`config.mk`:
```
export PLATFORM = sky130hd
export DESIGN_NAME = ex_mem_pipe
export DESIGN_NICKNAME = d
export VERILOG_FILES = /design/src/rtl/ex_mem_pipe_pkg.sv /design/src/rtl/ex_mem_pipe_skid2.sv /design/src/rtl/ex_mem_pipe.sv
export SDC_FILE = /design/constraint.sdc
export NUM_CORES = 1
export LEC_CHECK = 0
export BUFFER_PORTS_ARGS = -buffer_cell sky130_fd_sc_hd__buf_2
export CORE_MARGIN = 2
export CORE_UTILIZATION = 52
export DETAILED_ROUTE_END_ITERATION = 12
export PLACE_DENSITY = 0.9
export SKIP_CTS_REPAIR_TIMING = 1
export SYNTH_ARGS = -nofsm -noshare
export SYNTH_HDL_FRONTEND = slang
export SYNTH_SLANG_ARGS = --single-unit
```
`constraint.sdc`:
```
create_clock -name clk -period 2.5 [get_ports clk]
set_input_delay 0.625 -clock clk [delete_from_list [all_inputs] [get_ports clk]]
set_output_delay 0.625 -clock clk [all_outputs]
set_load 0.05 [all_outputs]
```
`src/rtl/ex_mem_pipe_pkg.sv`:
```
// ============================================================================
// Module   : ex_mem_pipe_pkg
// Brief    : Shared EX/MEM constants, payload record and skid-buffer states.
// Revision : 1.0
// ============================================================================
`default_nettype none

package ex_mem_pipe_pkg;

  localparam int CORE_XLEN = 32;
  localparam int CORE_REGW = 5;

  // Load/store access size and sign encodings carried in funct3
  localparam logic [2:0] F3_BYTE   = 3'b000;
  localparam logic [2:0] F3_HALF   = 3'b001;
  localparam logic [2:0] F3_WORD   = 3'b010;
  localparam logic [2:0] F3_BYTE_U = 3'b100;
  localparam logic [2:0] F3_HALF_U = 3'b101;

  typedef struct packed {
    logic [CORE_XLEN-1:0] alu_result;
    logic [CORE_XLEN-1:0] store_data;
    logic [CORE_REGW-1:0] rd;
    logic                 reg_write;
    logic                 mem_read;
    logic                 mem_write;
    logic                 mem_to_reg;
    logic [2:0]           funct3;
  } ex_mem_payload_t;

  localparam int EX_MEM_PAYLOAD_W = $bits(ex_mem_payload_t);

  typedef enum logic [1:0] {
    ST_EMPTY = 2'd0,
    ST_ONE   = 2'd1,
    ST_FULL  = 2'd2
  } skid_state_e;

  function automatic logic f3_is_unsigned(input logic [2:0] f3);
    return f3[2];
  endfunction

endpackage

`default_nettype wire

```
`src/rtl/ex_mem_pipe_skid2.sv`:
```
// ============================================================================
// Module   : pipe_skid2
// Brief    : Generic 2-entry skid buffer on a flat payload with flush.
// Revision : 1.0
// ============================================================================
`default_nettype none

module pipe_skid2
  import ex_mem_pipe_pkg::*;
#(
  parameter int W = 8
) (
  input  logic         clk,
  input  logic         rst,
  input  logic         i_flush,
  input  logic         i_valid,
  output logic         o_ready,
  input  logic [W-1:0] i_data,
  output logic         o_valid,
  input  logic         i_ready,
  output logic [W-1:0] o_data,
  output logic [1:0]   o_occupancy
);

  skid_state_e  r_state;
  skid_state_e  w_state_nxt;
  logic [W-1:0] r_main;
  logic [W-1:0] r_skid;
  logic         r_ready;

  logic w_acc;
  logic w_deq;
  logic w_main_valid;
  logic w_skid_valid;
  logic w_load_main_in;
  logic w_load_main_skid;
  logic w_load_skid;

  assign w_main_valid = (r_state == ST_ONE) || (r_state == ST_FULL);
  assign w_skid_valid = (r_state == ST_FULL);
  assign w_acc        = i_valid & r_ready;
  assign w_deq        = w_main_valid & i_ready;

  always_comb begin
    w_state_nxt      = r_state;
    w_load_main_in   = 1'b0;
    w_load_main_skid = 1'b0;
    w_load_skid      = 1'b0;
    case (r_state)
      ST_EMPTY: begin
        if (w_acc) begin
          w_state_nxt    = ST_ONE;
          w_load_main_in = 1'b1;
        end
      end
      ST_ONE: begin
        if (w_acc && w_deq) begin
          w_load_main_in = 1'b1;
        end else if (w_acc) begin
          w_state_nxt = ST_FULL;
          w_load_skid = 1'b1;
        end else if (w_deq) begin
          w_state_nxt = ST_EMPTY;
        end
      end
      ST_FULL: begin
        if (w_deq) begin
          w_state_nxt      = ST_ONE;
          w_load_main_skid = 1'b1;
        end
      end
      default: w_state_nxt = ST_EMPTY;
    endcase
    // Flush squashes both entries; any pending acceptance is dropped
    if (i_flush) begin
      w_state_nxt      = ST_EMPTY;
      w_load_main_in   = 1'b0;
      w_load_main_skid = 1'b0;
      w_load_skid      = 1'b0;
    end
  end

  always_ff @(posedge clk) begin
    if (rst) begin
      r_state <= ST_EMPTY;
      r_main  <= '0;
      r_skid  <= '0;
      r_ready <= 1'b0;
    end else begin
      r_state <= w_state_nxt;
      // Ready is registered so EX never sees a combinational path from MEM
      r_ready <= (w_state_nxt != ST_FULL);
      if (w_load_main_in) begin
        r_main <= i_data;
      end else if (w_load_main_skid) begin
        r_main <= r_skid;
      end
      if (w_load_skid) begin
        r_skid <= i_data;
      end
    end
  end

  assign o_ready     = r_ready;
  assign o_valid     = w_main_valid;
  assign o_data      = r_main;
  assign o_occupancy = {1'b0, w_main_valid} + {1'b0, w_skid_valid};

endmodule

`default_nettype wire

```
`src/rtl/ex_mem_pipe.sv`:
```
// ============================================================================
// Module   : ex_mem_pipe
// Brief    : EX/MEM pipeline stage: skid-buffered payload plus forwarding taps.
// Revision : 1.0
// ============================================================================
`default_nettype none

module ex_mem_pipe
  import ex_mem_pipe_pkg::*;
#(
  parameter int XLEN = CORE_XLEN,
  parameter int REGW = CORE_REGW
) (
  input  logic            clk,
  input  logic            rst,
  input  logic            flush,
  input  logic            ex_valid,
  output logic            ex_ready,
  input  logic [XLEN-1:0] ex_alu_result,
  input  logic [XLEN-1:0] ex_store_data,
  input  logic [REGW-1:0] ex_rd,
  input  logic            ex_reg_write,
  input  logic            ex_mem_read,
  input  logic            ex_mem_write,
  input  logic            ex_mem_to_reg,
  input  logic [2:0]      ex_funct3,
  output logic            mem_valid,
  input  logic            mem_ready,
  output logic [XLEN-1:0] mem_alu_result,
  output logic [XLEN-1:0] mem_store_data,
  output logic [REGW-1:0] mem_rd,
  output logic            mem_reg_write,
  output logic            mem_mem_read,
  output logic            mem_mem_write,
  output logic            mem_mem_to_reg,
  output logic [2:0]      mem_funct3,
  output logic [REGW-1:0] exmem_regRD,
  output logic            exmem_regWrite,
  output logic [XLEN-1:0] exmem_fwd_data,
  output logic [1:0]      occupancy
);

  ex_mem_payload_t w_in_pl;
  ex_mem_payload_t w_head;
  logic            w_head_valid;

  always_comb begin
    w_in_pl            = '0;
    w_in_pl.alu_result = ex_alu_result;
    w_in_pl.store_data = ex_store_data;
    w_in_pl.rd         = ex_rd;
    w_in_pl.reg_write  = ex_reg_write;
    w_in_pl.mem_read   = ex_mem_read;
    w_in_pl.mem_write  = ex_mem_write;
    w_in_pl.mem_to_reg = ex_mem_to_reg;
    w_in_pl.funct3     = ex_funct3;
  end

  pipe_skid2 #(
    .W (EX_MEM_PAYLOAD_W)
  ) u_skid (
    .clk         (clk),
    .rst         (rst),
    .i_flush     (flush),
    .i_valid     (ex_valid),
    .o_ready     (ex_ready),
    .i_data      (w_in_pl),
    .o_valid     (w_head_valid),
    .i_ready     (mem_ready),
    .o_data      (w_head),
    .o_occupancy (occupancy)
  );

  assign mem_valid      = w_head_valid;
  assign mem_alu_result = w_head.alu_result;
  assign mem_store_data = w_head.store_data;
  assign mem_rd         = w_head.rd;
  assign mem_mem_to_reg = w_head.mem_to_reg;
  assign mem_funct3     = w_head.funct3;

  // Side-effecting controls are masked so a stale head can never act
  assign mem_reg_write  = w_head_valid & w_head.reg_write;
  assign mem_mem_read   = w_head_valid & w_head.mem_read;
  assign mem_mem_write  = w_head_valid & w_head.mem_write;

  assign exmem_regRD    = w_head.rd;
  assign exmem_fwd_data = w_head.alu_result;
  assign exmem_regWrite = w_head_valid & w_head.reg_write & (w_head.rd != '0);

endmodule

`default_nettype wire
```
==> results.toml, run 1 <==
[timing]
setup_ws_ps = 118
rsz0062_at_grt = "no"
hold_violations = 0
clock.fmax_ghz = 0.420
post-route-period-util = 0.953
slew_headroom = 0.368
holdWs_ps = 444
fin_skew_ps = 6.45
setup_viol = 0
min_period_ps = 2380
worstMarginPinSlew_ps = 942
slew_violations = 0

[synthesis]
seq_area_frac_synth = 0.464
synth_cells = 732
synthesis.yosys.warnings = 0
ys_seq_elements = 155
syn_avg_cell_area_um2 = 9.14
syn_area_um2 = 6690
synthesis.nets = 818
synth_cell_type_count = 33

[clocking]
cts_buffers = 17
htreeDepth = 4
clockRootBuffer = "clkbuf_16"
ctsLongestPathBuffers = 2
worstSkewPairLatency_ps = 420
clock-sinks = 155
path_clk_slew_ps = 60
cts_tree = "yes"

[cells_and_area]
num-fill-cells = 1063
num_antenna_cells = 0
nets = 894
drive_gt1_frac = 0.313
syn_to_final_growth_pct = 15.3
post-route-util = 0.614

[routing]
vias = 5174
drtAntennaViolNets = 0
first_iter_violations = 358
vias_per_cell = 5.21
totalWireLength_um = 14300
drc = 0
firstDrtPassIters = 4
routedWlPerCell_um = 14.4

[grt]
grt_pass1_vias = 4869
grt_max_degree = 77
antenna_found_initial = 0
grt_use_total = 0.213
grt_overflow_total = 0
grt_pass1_wl_um = 23700

[worst_setup_path]
crit_fanout = 6
cp_slowest_cell = "ha_2"
start_kind = "flop"
critPathArrivalTime_ps = 1760
endpoint_kind = "primary output"
critPathMaxStageDelay_ps = 350
crit_type = "reg2out"
crit_required_ps = 1880
crit_chain = "inv_1 -> ha_2 -> buf_4 -> and2_2 -> o21a_1 -> buf_6"

[placed_design]
gp_congestion = 0.732
pre_cts_slack_ps = 177
dp_hpwl_um = 9110
numPortBuffers = 198

[floorplan]
start_util = 0.532
num_rows = 41
die_y_um = 117
pin_count = 199
fp.dieW_um = 117
die-area_um2 = 13800
core_um2 = 12600

[flow_run]
cap_viol_max_count = 0

[hold_path]
hold_class = "in2reg"

[status]
outcome = "finished clean"

[power_and_ir_drop]
ir_worst_vdd_mv = 0.449
cellPowerDensity_nw_per_um2 = 757
p_leak_nw = 3.39
-- report_power, final --
| part | total (mW) | switching, mW | leakage, nW | internal (mW) |
|---|---|---|---|---|
| combinational | 0.547 | 0.384 | 1.82 | 0.162 |
| clock | 2.74 | 0.986 | 0.310 | 1.75 |
| sequential | 2.56 | 0.0344 | 1.25 | 2.52 |
| total | 5.84 | 1.40 | 3.39 | 4.44 |
-- placed cells by master (no fill, tap or decap), drive strengths merged, types with 2 or more instances in the layout --
cell and count:
a21oi 78, dfxtp 155, ha 5, bufinv 4
clkinv 5, nand3 3, nor4 3, a221o 76
inv 3, clkbuf 22, o21ai 2, nand2 156
buf 215, a31oi 3, and2 79, nor2 2
-- worst paths after layout --
path | from | end | cells after the start | slack (ps)
setup / recovery | u_skid.r_state[0]$_SDFF_PP0_ | exmem_regWrite | 6 | 120
hold / removal | ex_store_data[23] | u_skid.r_skid[35]$_SDFFE_PP0P_ | 3 | 440
setup reg to reg | u_skid.r_state[0]$_SDFF_PP0_ | u_skid.o_data[23]$_SDFFE_PP0P_ | 7 | 230
hold reg to reg | u_skid.r_skid[25]$_SDFFE_PP0P_ | u_skid.r_skid[25]$_SDFFE_PP0P_ | 2 | 450
-- critical path, delay by kind of cell (launching register included) --
family	cells	cell delay, ps
fa+ha+maj	1	350
flops	1	320
buf+inv	3	370
compound gates	1	130
simple gates	1	160
-- synth_stat cells, drive strengths merged --
cell     instances  area [µm²]
inv              3        11.3
nor2             2        10.0
nand4            1        6.26
o21a             1        7.51
a31oi            3        33.8
a21oi           78         394
and3b            1        8.76
dfxtp          155        3100
xnor2            1        8.76
and4bb           1        12.5
nand2          156         588
a221o           76         761
nor4             3        48.8
nand3            3        15.0
and2            79         494
o221ai           1        8.76
o21ai            2        13.8
nand4bb          1        11.3
clkbuf          19        71.3
buf            139        1000
ha               5        62.6
a22oi            1        7.51
or4              1        7.51
-- logic make-up after synthesis --
kind of cell               count (synthesis)  share of synthesized area
adders and majority gates                  5                    0.00935
and+or+nand+nor                          248                      0.180
buffers and inverters                    161                      0.162
xor gates and xnor gates                   1                    0.00131
DFF                                      155                      0.464
AOI/OAI and AO/OA                        162                      0.183
-- registers in the layout (all words and copies together) (netlist names) --
signal	count
u_skid.r_state	2
u_skid.r_skid	76
u_skid.o_ready	1
u_skid.o_data	76
-- through the flow --
stage / TNS (ps) / cell area (µm²) / total power, mW / cells
2_1_floorplan: 0 / 6690 / 3.05 / 732
3_3_place_gp: 0 / 7070 / 3.15 / 961
3_5_place_dp: 0 / 7070 / 3.16 / 961
4_1_cts: -5.52 / 7710 / 5.90 / 993
5_1_grt: 0 / 7710 / 6.05 / 993
6_report: 0 / 7710 / 5.84 / 993
-- layer usage --
metal / part of all wire / GRT usage / vias to the layer above
met1: 0.42 / 0.254 / 2423
met2: 0.50 / 0.366 / 173
li1: - / - / 2564
met3: 0.072 / 0.0676 / 14
met5: 0 / 0 / -
met4: 0.0092 / 0.0663 / 0
-- final cells by class --
| type | instances | area, µm² | area share |
|---|---|---|---|
| flip-flops and latches | 155 | 3100 | 0.402 |
| multi-input cells | 416 | 2530 | 0.328 |
| repair buffers | 215 | 1210 | 0.157 |
| clock buffers | 22 | 474 | 0.0615 |
| well taps | 172 | 215 | 0.0279 |
| clock inverters | 10 | 164 | 0.0212 |
| inverters | 3 | 11.3 | 0.00146 |
Power figures use the tool's default switching activity.
==> run 2: changes to the inputs <==
Settings changed: CORE_MARGIN 2 to unset, CORE_UTILIZATION 52 to 50, PLACE_DENSITY 0.9 to 0.89, SYNTH_HIERARCHICAL set to 1.
==> run 2 against run 1 <==
Compared with the run above:
- synthesized cell count down 9.8%
- critical path depth shrank 1
- critical endpoint unchanged
- flip-flop and latch count unchanged
==> results.toml, run 2 <==
[routing]
totalWireLength_um = 14600
firstDrtPassIters = 5
drc = 0
routedWlPerCell_um = 15.3
vias_per_cell = 5.50
first_iter_violations = 473
drtAntennaViolNets = 0
vias = 5251

[synthesis]
ys_seq_elements = 155
seq_area_frac_synth = 0.509
async_flop_share = 0
synthTopCellsByArea = "dfxtp_1 51%, a221o_1 12%, nand2_1 9.6%"
yosys.area_share.simple = 0.193
synthMuxAreaShare = 0
synth_top_area_cell = "dfxtp_1"
yosysTopAreaCellShare = 0.509
synth_compound_area_frac = 0.198
syn_area_um2 = 6090
synth_cells = 660
synth_top_family_by_area = "compound AO/OA/AOI/OAI gates"
synthFlopType = "dfxtp_1"
syn_avg_cell_area_um2 = 9.23
ys_top_cells_by_count = "155 x dfxtp_1, 155 x nand2_1, 80 x and2_1"
synthesis.yosys.warnings = 6
synthAdderAreaFrac = 0.0119
synth_enable_flop_cells = 0
synth_cell_type_count = 31
synth-xor-area-share = 0.00144
synthesis.nets = 746

[timing]
fin_skew_ps = 8.01
post-route-period-util = 0.961
clock.fmax_ghz = 0.416
setup_ws_ps = 97.7
slew_violations = 0
slew_headroom = 0.712
hold_violations = 0
setup_viol = 0
min_period_ps = 2400
holdWs_ps = 454
worstMarginPinSlew_ps = 432
rsz0062_at_grt = "no"

[clocking]
htreeDepth = 4
cts_tree = "yes"
path_clk_slew_ps = 60
worstSkewPairLatency_ps = 410
clockRootBuffer = "clkbuf_16"
clock-sinks = 155
cts_buffers = 17
ctsLongestPathBuffers = 2

[floorplan]
pin_count = 199
die-area_um2 = 12600
start_util = 0.522
die_y_um = 112
num_rows = 39
fp.dieW_um = 112
core_um2 = 11700

[grt]
antenna_found_initial = 1
grt_overflow_total = 0
grt_pass1_vias = 4879
grt_use_total = 0.236
grt_max_degree = 75
grt_pass1_wl_um = 23600

[worst_setup_path]
crit_type = "reg2out"
cp_slowest_cell = "dfxtp_1"
crit_required_ps = 1880
endpoint_kind = "primary output"
crit_fanout = 7
critPathMaxStageDelay_ps = 390
start_kind = "flop"
crit_chain = "inv_1 -> ha_4 -> and2_2 -> o21a_1 -> clkbuf_4"
critPathArrivalTime_ps = 1780

[placed_design]
place_area_um2 = 6900
pre_cts_slack_ps = 275
numPortBuffers = 198
gp_congestion = 0.831
dp_hpwl_um = 9200

[cells_and_area]
num-fill-cells = 944
layout_commonest_cell = "buf_2"
nets = 886
num_antenna_cells = 0
syn_to_final_growth_pct = 23.2
drive_gt1_frac = 0.303
final_cell_mix = "197 x buf_2, 155 x nand2_1, 154 x dfxtp_1"
fin_area_um2 = 7500
post-route-util = 0.643

[power_and_ir_drop]
cellPowerDensity_nw_per_um2 = 752
ir_worst_vdd_mv = 0.543
p_leak_nw = 3.32

[flow_run]
cap_viol_max_count = 0

[status]
outcome = "finished clean"

[hold_path]
hold_class = "reg2reg"
## run 2: cell types whose count changed in the layout (fill, tap and decap cells not counted), moves of 2 or more
| cell | previous run | this run |
|---|---|---|
| and2_0 | 2 | 0 |
| and2_1 | 76 | 79 |
| buf_12 | 7 | 4 |
| buf_4 | 11 | 6 |
| clkinv_2 | 2 | 6 |
| clkinv_4 | 3 | 0 |
## run 2: power breakdown
group	internal, mW	switching [mW]
Clock	1.63	0.920
Combinational	0.155	0.380
Sequential	2.52	0.0354
Total	4.30	1.34
## run 2: critical path: cells and delay by family (launching register included)
family / cells / cell delay [ps]
flops: 1 / 390
fa+ha+maj: 1 / 320
simple gates: 1 / 170
compound gates: 1 / 130
buf+inv: 2 / 350
## run 2: worst paths after layout
path                                   from                             end  slack, ps  cells after the start
max            u_skid/r_state[0]$_SDFF_PP0_                  exmem_regWrite        100                      5
min          u_skid/r_skid[28]$_SDFFE_PP0P_  u_skid/r_skid[28]$_SDFFE_PP0P_        450                      2
max reg2reg    u_skid/r_state[0]$_SDFF_PP0_  u_skid/o_data[38]$_SDFFE_PP0P_        280                      7
min reg2reg  u_skid/r_skid[28]$_SDFFE_PP0P_  u_skid/r_skid[28]$_SDFFE_PP0P_        450                      2
## run 2: per-stage QoR
stage | setup TNS [ps] | instances | power [mW]
2_1_floorplan | 0 | 660 | 2.99
3_3_place_gp | 0 | 924 | 3.13
3_5_place_dp | 0 | 924 | 3.14
4_1_cts | -14.1 | 954 | 5.69
5_1_grt | 0 | 954 | 5.84
6_report | 0 | 954 | 5.64
## run 2: routing by layer
metal | up-vias | wire length [µm] | track usage
met3 | 25 | 816 | 0.0562
li1 | 2530 | - | -
met4 | 0 | 323 | 0.109
met5 | - | 0 | 0
met1 | 2497 | 6150 | 0.286
met2 | 199 | 7290 | 0.396
## run 2: layout make-up
| class | count | area (µm²) | share of cell area |
|---|---|---|---|
| Inverter | 3 | 11.3 | 0.00150 |
| Tap cell | 143 | 179 | 0.0238 |
| Clock buffer | 21 | 470 | 0.0627 |
| Clock inverter | 9 | 120 | 0.0160 |
| Multi-Input combinational cell | 415 | 2500 | 0.333 |
| Timing Repair Buffer | 208 | 1120 | 0.149 |
| Sequential cell | 155 | 3100 | 0.414 |
## run 2: kinds of logic (layout without fill, tap and decap cells)
| kind of cell | Yosys count | count (layout) |
|---|---|---|
| AOI/OAI and AO/OA | 161 | 161 |
| xor gates and xnor gates | 1 | 1 |
| adders and majority gates | 6 | 6 |
| buffers and inverters | 90 | 241 |
| DFF | 155 | 155 |
| and+or+nand+nor | 247 | 247 |
==> run 3: changes to the inputs <==
Settings changed: SETUP_SLACK_MARGIN set to 0.1.
==> run 3 against run 2 <==
Compared with the run above:
- total power decreased by 1.3%
- sequential share of layout area decreased by 0.12 points
- flip-flop and latch count unchanged
- critical path type unchanged
- critical path depth unchanged
- largest power group unchanged
==> results.toml, run 3 (synthesis gave the netlist of run 2 again) <==
[status]
outcome = "finished clean"

[worst_setup_path]
endpoint_kind = "primary output"
r2r-end = "u_skid/o_data[36]$_SDFFE_PP0P_"
crit_chain = "inv_1 -> ha_4 -> and2_2 -> o21a_2 -> clkbuf_4"
r2r_start = "u_skid/r_state[1]$_SDFF_PP0_"
r2r_slack_ps = 450
critPathBufInv = 2
crit_family = "flip-flops"
crit_fanout = 7
crit_type = "reg2out"
cp_slowest_cell = "dfxtp_2"
critPathArrivalTime_ps = 1730
start_kind = "flop"
cp.depth = 5
reg2regPathDepth = 7
critPathMaxStageDelay_ps = 370
crit_required_ps = 1880

[timing]
hold_violations = 0
setup_viol = 0
setup_ws_ps = 140
rsz0062_at_grt = "no"
fin_skew_ps = 7.05
slew_violations = 0
worstMarginPinSlew_ps = 569
clock.fmax_ghz = 0.424
slew_headroom = 0.621
fin_setup_tns_ps = 0
holdWs_ps = 451
post-route-period-util = 0.944
min_period_ps = 2360

[clocking]
cts_tree = "yes"
ctsLongestPathBuffers = 2
worstSkewPairLatency_ps = 410
clock-sinks = 155
htreeDepth = 4
clockRootBuffer = "clkbuf_16"
path_clk_slew_ps = 60
cts_buffers = 17

[power_and_ir_drop]
total_power_mw = 5.57
cellPowerDensity_nw_per_um2 = 739
ir_worst_vdd_mv = 0.593
p_leak_nw = 3.32

[floorplan]
pin_count = 199
die-area_um2 = 12600
die_y_um = 112
start_util = 0.522
num_rows = 39
core_um2 = 11700
fp.dieW_um = 112

[placed_design]
pre_cts_slack_ps = 369
gp_congestion = 0.772
dp_cells = 925
numPortBuffers = 198
dp_hpwl_um = 9220
place_area_um2 = 6930

[grt]
grt_overflow_total = 0
grt_max_degree = 77
grt_pass1_vias = 4882
grt_use_total = 0.237
antenna_found_initial = 1
grt_pass1_wl_um = 23700

[cells_and_area]
layout_commonest_cell = "buf_2"
nets = 887
seq_area_um2 = 3110
num-fill-cells = 951
syn_to_final_growth_pct = 23.6
post-route-util = 0.646
final_cell_mix = "197 x buf_2, 155 x nand2_1, 153 x dfxtp_1"
drive_gt1_frac = 0.310
layout.cells.non_filler = 958
multi_input_area_um2 = 2500
fin_area_um2 = 7530

[routing]
vias_per_cell = 5.46
vias = 5228
drc = 0
drtAntennaViolNets = 0
firstDrtPassIters = 5
first_iter_violations = 382
routedWlPerCell_um = 15.2
totalWireLength_um = 14500

[hold_path]
hold_class = "in2reg"
min_from = "ex_alu_result[5]"
holdPathStages = 3
hold_path_end = "u_skid/r_skid[49]$_SDFFE_PP0P_"

[flow_run]
cap_viol_max_count = 0
-- run 3: worst min-delay path, delay by kind of cell --
kind / cells / cell delay (ps)
compound gates: 1 / 50
buf+inv: 1 / 100
simple gates: 1 / 40
-- run 3: worst max path at each step --
stage | startpoint | endpoint | slack, ps
after floorplan | u_skid/r_state[1]$_SDFF_PP0_ | exmem_regWrite | 160
after global placement | u_skid/r_state[0]$_SDFF_PP0_ | u_skid/o_data[37]$_SDFFE_PP0P_ | 420
after detailed placement | u_skid/r_state[1]$_SDFF_PP0_ | u_skid/o_data[36]$_SDFFE_PP0P_ | 370
after CTS | u_skid/r_state[1]$_SDFF_PP0_ | exmem_regWrite | -10
after global routing | u_skid/r_state[1]$_SDFF_PP0_ | exmem_regWrite | 90
final | u_skid/r_state[1]$_SDFF_PP0_ | exmem_regWrite | 140
-- run 3: area by class of cell --
| class | count | share of cell area |
|---|---|---|
| inverter | 3 | 0.00150 |
| timing repair buffer | 209 | 0.153 |
| antenna | 1 | 0.000332 |
| sequential | 155 | 0.412 |
| clock inverter | 13 | 0.0166 |
| multi-input combinational | 415 | 0.332 |
| tap | 143 | 0.0238 |
| clock buffer | 19 | 0.0602 |
-- run 3: power by group --
group	total, mW	leakage [nW]	switching, mW	internal (mW)
Combinational	0.533	1.78	0.378	0.155
Sequential	2.56	1.25	0.0345	2.52
Clock	2.48	0.280	0.971	1.51
-- run 3: metal layers --
| layer | up-vias | share of wire | GRT usage |
|---|---|---|---|
| li1 | 2542 | - | - |
| met1 | 2465 | 0.43 | 0.282 |
| met2 | 197 | 0.49 | 0.406 |
| met3 | 24 | 0.062 | 0.0621 |
| met4 | 0 | 0.017 | 0.100 |
| met5 | - | 0 | 0 |
